<file path="src/rtl/fpu_bcd_convert_param.sv">
// fpu_bcd_convert_param: packed-BCD <-> binary converter for the FPU load/store path
module fpu_bcd_convert_param #(
  parameter int NUM_DIGITS = 18,
  parameter int BIN_WIDTH = 64,
  parameter int DIGITS_PER_CYCLE = 1
) (
  input  logic                      clk,
  input  logic                      reset,
  input  logic                      flush,
  input  logic                      in_valid,
  output logic                      in_ready,
  input  logic                      mode,
  input  logic [4*NUM_DIGITS+7:0]   bcd_in,
  input  logic [BIN_WIDTH-1:0]      bin_in,
  input  logic                      sign_in,
  output logic                      out_valid,
  input  logic                      out_ready,
  output logic [BIN_WIDTH-1:0]      bin_out,
  output logic [4*NUM_DIGITS+7:0]   bcd_out,
  output logic                      sign_out,
  output logic                      err_pad,
  output logic                      err_digit,
  output logic [4:0]                err_digit_idx,
  output logic                      err_ovf
);
  localparam int N = NUM_DIGITS;
  localparam int D = DIGITS_PER_CYCLE;
  localparam int K = N / D;
  localparam int DW = 4 * N;
  localparam int PW = DW + 8;
  localparam int AW = BIN_WIDTH + 4 * D;
  localparam int CW = $clog2(BIN_WIDTH + K) + 1;

  typedef enum logic [1:0] {IDLE, CONV_BCD, CONV_BIN, DONE} state_t;
  state_t state, state_d;

  logic [DW-1:0]        dig, bcd_acc, adj, dab_bcd;
  logic [BIN_WIDTH-1:0] bin_sh, acc;
  logic [CW-1:0]        cnt;
  logic [4:0]           base, bad_idx;
  logic [AW-1:0]        grp, p, fold;
  logic [3:0]           nib, d;
  logic                 ovf_r, bad, ovf0, dab_c, last, accept, pad_bad;

  assign in_ready = state == IDLE;
  assign accept   = in_ready && in_valid;
  assign pad_bad  = !mode && |bcd_in[PW-2:DW];
  assign last     = cnt == (state == CONV_BIN ? CW'(BIN_WIDTH - 1) : CW'(K - 1));

  // Top D nibbles of dig are the group being folded; p ends at 10^D for the acc scale
  always_comb begin
    grp = '0;
    p = AW'(1);
    bad = 1'b0;
    bad_idx = '0;
    nib = '0;
    for (int i = 0; i < D; i++) begin
      nib = dig[DW-4*D+4*i +: 4];
      grp = grp + AW'(nib) * p;
      p = p * AW'(10);
      if (nib > 4'd9) begin
        bad = 1'b1;
        bad_idx = base + 5'(i);
      end
    end
    fold = AW'(acc) * p + grp;
    ovf0 = |fold[AW-1:BIN_WIDTH];
  end

  always_comb begin
    adj = '0;
    d = '0;
    for (int j = 0; j < N; j++) begin
      d = bcd_acc[4*j +: 4];
      adj[4*j +: 4] = d > 4'd4 ? d + 4'd3 : d;
    end
    dab_c = adj[DW-1];
    dab_bcd = {adj[DW-2:0], bin_sh[BIN_WIDTH-1]};
  end

  always_comb begin
    state_d = state;
    if (flush) state_d = IDLE;
    else if (accept) state_d = mode ? CONV_BIN : (pad_bad ? DONE : CONV_BCD);
    else if (state == CONV_BCD && (bad || ovf0 || last)) state_d = DONE;
    else if (state == CONV_BIN && last) state_d = DONE;
    else if (state == DONE && out_ready) state_d = IDLE;
  end

  always_ff @(posedge clk) begin
    if (reset) state <= IDLE;
    else state <= state_d;
  end

  always_ff @(posedge clk) begin
    if (reset || flush) begin
      dig <= '0;
      bin_sh <= '0;
      bcd_acc <= '0;
      acc <= '0;
      cnt <= '0;
      base <= '0;
      ovf_r <= 1'b0;
      out_valid <= 1'b0;
      bin_out <= '0;
      bcd_out <= '0;
      sign_out <= 1'b0;
      err_pad <= 1'b0;
      err_digit <= 1'b0;
      err_digit_idx <= '0;
      err_ovf <= 1'b0;
    end else if (accept) begin
      dig <= bcd_in[DW-1:0];
      bin_sh <= bin_in;
      bcd_acc <= '0;
      acc <= '0;
      cnt <= '0;
      base <= 5'(N - D);
      ovf_r <= 1'b0;
      out_valid <= pad_bad;
      bin_out <= '0;
      bcd_out <= '0;
      sign_out <= mode ? sign_in : bcd_in[PW-1];
      err_pad <= pad_bad;
      err_digit <= 1'b0;
      err_digit_idx <= '0;
      err_ovf <= 1'b0;
    end else if (state == CONV_BCD) begin
      dig <= dig << (4 * D);
      acc <= fold[BIN_WIDTH-1:0];
      cnt <= cnt + 1'b1;
      base <= base - 5'(D);
      out_valid <= bad || ovf0 || last;
      err_digit <= bad;
      err_digit_idx <= bad_idx;
      err_ovf <= !bad && ovf0;
      if (last && !bad && !ovf0) bin_out <= fold[BIN_WIDTH-1:0];
    end else if (state == CONV_BIN) begin
      bcd_acc <= dab_bcd;
      bin_sh <= bin_sh << 1;
      cnt <= cnt + 1'b1;
      ovf_r <= ovf_r || dab_c;
      if (last) begin
        out_valid <= 1'b1;
        err_ovf <= ovf_r || dab_c;
        bcd_out <= (ovf_r || dab_c) ? '0 : {sign_out, 7'd0, dab_bcd};
      end
    end else if (state == DONE && out_ready) begin
      out_valid <= 1'b0;
    end
  end
endmodule

</file>
<file path="config.mk">
export PLATFORM = sky130hd
export DESIGN_NAME = fpu_bcd_convert_param
export DESIGN_NICKNAME = d
export VERILOG_FILES = /design/src/rtl/fpu_bcd_convert_param.sv
export SDC_FILE = /design/constraint.sdc
export NUM_CORES = 1
export LEC_CHECK = 0
export ABC_AREA = 1
export CAP_MARGIN = 20
export CORE_ASPECT_RATIO = 0.6
export CORE_MARGIN = 4
export CORE_UTILIZATION = 58
export DETAILED_ROUTE_END_ITERATION = 10
export PLACE_DENSITY = 0.82
export RECOVER_POWER = 100
export SYNTH_ARGS = -nofsm -noshare
export SYNTH_HDL_FRONTEND = slang
export SYNTH_SLANG_ARGS = --single-unit
</file>
<file path="constraint.sdc">
create_clock -name clk -period 4.8 [get_ports clk]
set_input_delay 0.72 -clock clk [delete_from_list [all_inputs] [get_ports clk]]
set_output_delay 0.72 -clock clk [all_outputs]
set_load 0.005 [all_outputs]
</file>
==> impl_results.md, run 1 <==
* Antenna violations before repair at 5
* CTS tree: done
* Slew Limit Fails at 115
* Core Util, Final at 71.0%
* YS warnings at 0
* Mapped Cells at 4206
* Hold_ws at 0.455 ns
* Slowest stage cell on the critical path: ha_1
* Commonest cells post-synth: nand2_1 (1097), inv_1 (544), a21oi_1 (437)
* DR iter-0 viols at 3316
* Fillers at 3975
* Final Setup Violations at 0
* Status: finished, violations left
* GRT Overall Usage at 35.9%
* Crit Path Category: reg -> reg
* Peak VDD IR at 0.239 mV
* PwrDens at 237 mW/mm2
* CP Capture Type: flip-flop
* Clock Path Buffers at 3
* Clock skew at 0.0187 ns
* Antenna viol nets, final at 0
* Post-detail-place hpwl at 72400 um
* Failing checks: capacitance limit, slew limit
* Worst Path Max Fanout at 58
* Starting Density at 59.3%
* First-pass GRT wire length at 143000 um
* Achievable frequency at 211 MHz
* RSZ-0062 raised after global routing: no
* Flop pwr share at 49.0%
* Slew at the pin with the worst max-slew slack at 2.78 ns
* Worst hold path class: reg -> reg
* Routed via count at 28800
* Core area at 0.0453 mm2
* Gate power share at 8.5%
* Lkg Pwr at 15.1 nW
* Post-synth ARST share at 0%
* Most used cell, CP: nand2_1
* Die area at 0.0499 mm2
* Syn_area_per_cell at 6.38 um2
* Crit path largest cell delay at 0.46 ns
* Detailed Routing Iterations Pass 1 at 9
* Hold violation count in the final report at 0
* Min Tclk post-route at 4.74 ns
* Boundary Pins at 306
* Delay-heaviest family, CP: simple AND/OR/NAND/NOR gates
* CTS buffer count at 41
* Final setup TNS at 0 ns
* Routed Wire Length at 94200 um
* Clock power share at 42.5%
* Nets@finish at 4775
* EDFF count, synth at 0
* Ranking of synthesized cells by area: dfxtp_1 (32%), nand2_1 (15%), a21oi_1 (8.1%), inv_1 (7.6%), ha_1 (7.1%)
* Register area share after synthesis at 32.4%
* Synth Register Bits at 435
* GP Congestion at 1.08
* CTS Sinks at 435
* Period utilization at 98.8%
* Antenna Cells at 0
* Clock Latency Late Sink at 0.56 ns
* Max capacitance violation total at 2
* Layout cells sized above 1 at 5.78%
* Largest net degree at the start of global routing at 115
* Cts repair resizes at 0
* Post-synth top area share at 32.4%
* Count of buffers from port buffering at 298
* H-tree levels at 2
* Vias in the first global route at 25100
* Postcts setup bufs at 0
* Root buffer cell: clkbuf_16
* Most area-hungry cell type in the Yosys netlist: dfxtp_1
* Switching pwr at 1.88 mW
* Die X at 286 um
* Critical Path RT at 5.24 ns
* Standard-cell rows at 60
* Routed len/inst at 18.4 um
* Area grow syn2layout at 19.7%
* Die Height at 175 um
* CP arrival at 5.18 ns
* Netlist cell types at 48
* Ys flop type: dfxtp_1
* Rel. slew slack at -85.5%
* Mapped cell area at 0.0269 mm2
* Critical path launch point type: flip-flop
* Switching share of power at 24.7%
* CTS Hold Buffers Added at 0
* Reg clk slew, reported paths at 0.07 ns
* Vias per cell at 5.63
* Internal power at 5.73 mW
* GRT overflow at 0
* Crit-path cells: ha_1 > ha_1 > nand2_1 > nor2_1 > nand2_1 > nor2_1 > nand3_1 > nand4_1 > nand2_1 > nor2_1 > nand2_1 > nor2_1 > nand2_1 > nor2_4 > nand3_1 > a21oi_2 > nand2_2 > inv_4 > buf_12 > nand3_1 > nand2_1 > nor2_1
* WP buf/inv at 2
* Drt drc at 0
* Most common cell in the synthesized netlist: nand2_1
flip-flops by register name, summed over array words and instances (netlist names), 2 cells and up:
signal / count
base: 5
state: 2
cnt: 8
dig: 72
bcd_acc: 72
bin_sh: 64
bin_out: 64
err_digit_idx: 5
bcd_out: 73
acc: 64
layer usage:
metal / global-route usage (%) / up-vias / part of all wire, %
met5: 1.73 / - / 0.18
met4: 7.02 / 10 / 2.2
met3: 12.0 / 120 / 14
met2: 47.4 / 1472 / 38
met1: 55.6 / 13100 / 46
li1: - / 14100 / -
power groups by stage:
| stage | logic, mW | registers (mW) | clock network, mW |
|---|---|---|---|
| CTS | 0.638 | 3.73 | 3.27 |
| global placement | 0.626 | 3.80 | 0 |
| floorplan | 0.384 | 3.79 | 0 |
| global route | 0.711 | 3.73 | 3.41 |
| detailed placement | 0.633 | 3.81 | 0 |
| finish | 0.649 | 3.73 | 3.24 |
path summary, 6_finish.rpt:
kind                start           to  slack (ns)  cells after the start
setup reg to reg  acc[27]  bin_out[47]        0.06                     22
setup / recovery  acc[27]  bin_out[47]        0.06                     22
hold reg to reg    dig[1]       dig[5]        0.45                      2
hold / removal     dig[1]       dig[5]        0.45                      2
cells in the final DEF (no fill, tap or decap), types with 4 or more instances in the layout:
| cell | netlist | final |
|---|---|---|
| clkinv_2 | 0 | 5 |
| nand3b_1 | 5 | 5 |
| nand3_2 | 2 | 5 |
| clkdlybuf4s50_1 | 0 | 150 |
| o21ai_0 | 373 | 373 |
| nand2_1 | 1097 | 1094 |
| nor3_2 | 3 | 4 |
| a21oi_1 | 437 | 437 |
| clkbuf_16 | 0 | 41 |
| nand2_2 | 12 | 12 |
| xnor2_1 | 19 | 19 |
| nor2_4 | 5 | 7 |
| xor2_1 | 63 | 63 |
| o211ai_1 | 32 | 32 |
| nor3_1 | 21 | 20 |
| buf_4 | 11 | 86 |
| inv_2 | 8 | 7 |
| conb_1 | 1 | 7 |
| nor4_1 | 5 | 5 |
| nor2_1 | 434 | 428 |
| inv_1 | 544 | 544 |
| clkbuf_1 | 157 | 13 |
| a31oi_1 | 67 | 67 |
| dlygate4sd3_1 | 0 | 148 |
| a211oi_1 | 18 | 18 |
| ha_2 | 0 | 4 |
| inv_6 | 0 | 5 |
| clkbuf_8 | 0 | 7 |
| nor2_2 | 11 | 15 |
| a21oi_2 | 12 | 12 |
| dfxtp_1 | 435 | 435 |
| or2_2 | 19 | 19 |
| buf_12 | 0 | 9 |
| o21bai_1 | 6 | 6 |
| nand3_1 | 172 | 169 |
| ha_1 | 152 | 148 |
| nand4_1 | 35 | 35 |
cells by family after synthesis:
group	share of synthesized area, %
and+or+nand+nor	27.8
AOI/OAI and AO/OA	19.0
xor gates and xnor gates	2.80
adders and majority gates	7.23
buffers and inverters	10.8
other	0.0140
DFF	32.4
metrics by stage:
step	worst slack [ns]	total power, mW	area [um2]	std cells
2_1_floorplan	1.18	4.18	26900	4212
3_3_place_gp	0.327	4.43	30800	5046
3_5_place_dp	0.307	4.44	30800	5047
4_1_cts	0.275	7.63	32100	5115
5_1_grt	0.00405	7.86	32100	5115
6_report	0.0593	7.61	32100	5115
final cells by class:
cell class / count / area, um2 / area share, %
clock buffer: 56 / 1150 / 3.59
clock inverter: 12 / 133 / 0.413
inverter: 557 / 2100 / 6.54
multi-input combinational: 3030 / 15300 / 47.8
sequential: 435 / 8710 / 27.1
tap: 620 / 776 / 2.41
timing repair buffer: 405 / 3910 / 12.2
worst reg2reg max path, cell delays in order (launching register included):
cell and delay [ns]:
dfxtp_1 0.45, ha_1 0.28, ha_1 0.46, nand2_1 0.24
nor2_1 0.39, nand2_1 0.19, nor2_1 0.18, nand3_1 0.23
nand4_1 0.17, nand2_1 0.24, nor2_1 0.22, nand2_1 0.16
nor2_1 0.13, nand2_1 0.09, nor2_4 0.11, nand3_1 0.10
a21oi_2 0.21, nand2_2 0.10, inv_4 0.10, buf_12 0.24
nand3_1 0.18, nand2_1 0.11, nor2_1 0.05
Power figures use the tool's default switching activity.
==> inputs of run 2 (changes only) <==
--- a/config.mk
+++ b/config.mk
@@ -11,6 +11,7 @@
 export CORE_MARGIN = 4
 export CORE_UTILIZATION = 58
 export DETAILED_ROUTE_END_ITERATION = 10
+export MAX_ROUTING_LAYER = met4
 export PLACE_DENSITY = 0.82
 export RECOVER_POWER = 100
 export SYNTH_ARGS = -nofsm -noshare
==> run 2 against run 1 <==
Effect of this change:
- the flow still finishes with violations (capacitance limit, slew limit)
- via count down 0.95%
- combinational power down 1%
- sequential share of layout area up 0.084 points
- largest power group unchanged
- critical path type unchanged
- largest cell class unchanged
- design area down 0.31%
- flip-flop and latch count unchanged
- clock power up 9.3%
- fmax up 3.1%
- power up 3.9%
- utilization down 0.22 points
- setup slack better by 0.14 ns
- clock-buffer cell count down 3
==> impl_results.md, run 2 (synthesis results as in run 1) <==
* Switching pwr at 1.92 mW (+2.1%)
* Rel. slew slack at -48.6% (+37 points)
* Vias per cell at 5.60 (-0.60%)
* Most used cell, CP: nand2_1
* Root buffer cell: clkbuf_16
* GRT met2 Usage at 47.2% (-0.19 points)
* PwrDens at 247 mW/mm2 (+4.2%)
* Routed via count at 28500 (-0.95%)
* Standard-cell rows at 60 (unchanged)
* GP Congestion at 1.13 (+4.0%)
* Worst hold path class: reg -> reg
* Critical Path RT at 5.24 ns (about the same)
* Area of the multi-input gates at 0.0153 mm2 (about the same)
* GR peak layer: met1
* Commonest non-fill, non-tap cell in the layout: nand2_1
* Failing checks: capacitance limit, slew limit
* Switching share of power at 24.3% (-0.42 points)
* Vias in the first global route at 25100 (+0.14%)
* Peak VDD IR at 0.336 mV (+41%)
* Starting Density at 59.3% (unchanged)
* Slowest stage cell on the critical path: dfxtp_1
* Clock Path Buffers at 3 (unchanged)
* Clock skew at 0.0321 ns (+0.0133 ns)
* Detailed Routing Iterations Pass 1 at 6 (-3)
* Die area at 0.0499 mm2 (unchanged)
* Hold Path Origin: dig[24]
* Period utilization at 95.8% (-3.0 points)
* H-tree levels at 2 (unchanged)
* DR iter-0 viols at 3948 (+19%)
* Slew at the pin with the worst max-slew slack at 2.23 ns (-0.554 ns)
* Postcts setup bufs at 0 (unchanged)
* CTS buffer count at 41 (unchanged)
* Antenna violations before repair at 5 (unchanged)
* Clock power share at 44.7% (+2.2 points)
* Worst Path Max Fanout at 53 (-8.6%)
* CTS Hold Buffers Added at 0 (unchanged)
* Internal power at 5.99 mW (+4.5%)
* Hold violation count in the final report at 0 (unchanged)
* Fin cells at 5097 (-0.35%)
* Max reg flops at 73 (unchanged)
* Die X at 286 um (unchanged)
* Hold depth at 2 (unchanged)
* Die Height at 175 um (unchanged)
* Dpl cell area at 0.0306 mm2 (-0.77%)
* Biggest register: bcd_out
* CP arrival at 5.04 ns (-0.14 ns)
* GRT overflow at 0 (unchanged)
* GRT Overall Usage at 36.8% (+0.88 points)
* Gate power share at 8.1% (-0.4 points)
* Antenna viol nets, final at 0 (unchanged)
* Crit Path Category: reg -> reg
* Flop pwr share at 47.1% (-1.9 points)
* Hold Path Sink: dig[28]
* Critical path launch point type: flip-flop
* Achievable frequency at 218 MHz (+3.1%)
* Drt drc at 0 (unchanged)
* Final Setup Violations at 0 (unchanged)
* Cell count after placement at 5018 (-0.57%)
* FF/Latch Area at 0.00871 mm2 (unchanged)
* Reg clk slew, reported paths at 0.07 ns (about the same)
* Grt met3 use at 13.0% (+1.0 points)
* R2r setup slk at 0.20 ns (+0.14 ns)
* Largest net degree at the start of global routing at 126 (+9.6%)
* Final setup TNS at 0 ns (unchanged)
* Cts repair resizes at 0 (unchanged)
* Reg-to-reg startpoint: acc[27]
* Fillers at 4006 (+0.78%)
* CTS Sinks at 435 (unchanged)
* Met1 GRT Util at 54.7% (-0.84 points)
* Boundary Pins at 306 (unchanged)
* Area grow syn2layout at 19.3%
* Post-detail-place hpwl at 70600 um (-2.6%)
* Crit path largest cell delay at 0.47 ns (about the same)
* Nets@finish at 4747 (-0.59%)
* First-pass GRT wire length at 142000 um (-0.34%)
* Routed Wire Length at 93400 um (-0.92%)
* Max capacitance violation total at 2 (unchanged)
* CP Capture Type: flip-flop
* Lkg Pwr at 15.0 nW (-0.73%)
* Biggest regs: bcd_out (73), bcd_acc (72), dig (72)
* Min Tclk post-route at 4.60 ns (-0.143 ns)
* Count of buffers from port buffering at 298 (unchanged)
* Fin area at 0.0320 mm2 (-0.31%)
* FF-to-FF End: bin_out[19]
* Slew Limit Fails at 97 (-16%)
* CTS tree: done
* Layout cells sized above 1 at 5.23% (-0.55 points)
* Worst Reg-to-Reg Cells at 27 (+23%)
* Routed len/inst at 18.3 um (-0.57%)
* Clock Latency Late Sink at 0.57 ns (about the same)
* Core area at 0.0453 mm2 (unchanged)
* Commonest non-fill, non-tap cells in the layout: nand2_1 (1094), inv_1 (544), a21oi_1 (437), dfxtp_1 (435), nor2_1 (426)
* Status: finished, violations left
==> run 2: cell count changes in the layout (fill, tap and decap cells not counted), moves of 4 or more <==
cell and delta:
diode_2 +5, clkbuf_2 +4, buf_4 -28, bufinv_16 +6, clkbuf_8 -4
==> run 2: layout make-up <==
cell class	instances	share of cell area [%]
flip-flops and latches	435	27.2
inverters	557	6.56
multi-input cells	3030	47.9
repair buffers	377	11.5
clock buffers	53	3.44
diodes	5	0.0391
well taps	620	2.42
clock inverters	20	0.976
==> run 2: worst max-delay path, delay by kind of cell, from the launching register on <==
family | cells | cell delay (ns)
simple gates | 20 | 2.62
flops | 1 | 0.47
fa+ha+maj | 2 | 0.72
buf+inv | 5 | 0.59
==> run 2: stage by stage <==
| step | worst slack (ns) | hold slack [ns] | total power, mW | util (%) |
|---|---|---|---|---|
| final | 0.202 | 0.457 | 7.91 | 70.8 |
| after global routing | -0.00455 | 0.475 | 8.14 | 70.8 |
| after CTS | 0.269 | 0.459 | 7.90 | 70.7 |
| after detailed placement | 0.308 | 0.449 | 4.44 | 67.6 |
| after global placement | 0.376 | 0.444 | 4.43 | 67.6 |
| after floorplan | 1.18 | 0.435 | 4.18 | - |
==> run 2: worst max-delay path by stage <==
stage                       start           to  slack [ns]  cells past startpoint
final                     acc[27]  bin_out[19]        0.20                     27
after global routing       acc[1]  bin_out[62]      -0.005                     28
after CTS                 acc[21]  bin_out[19]        0.27                     27
after detailed placement  acc[21]   bin_out[3]        0.31                     27
after global placement    acc[21]  bin_out[19]        0.38                     27
after floorplan            acc[1]  bin_out[12]        1.18                     23
==> run 2: power by group through the flow <==
stage                     sequential (mW)  combinational (mW)  clock (mW)
after floorplan                      3.79               0.384           0
after global placement               3.80               0.624           0
after detailed placement             3.81               0.632           0
after CTS                            3.73               0.638        3.54
after global routing                 3.73               0.708        3.70
final                                3.73               0.642        3.54
==> run 2: per-layer routing <==
layer  wire (um)  vias up
met5           0        -
met4        1900        0
met3       13200      108
met2       35300     1443
met1       42900    13000
li1            -    14000
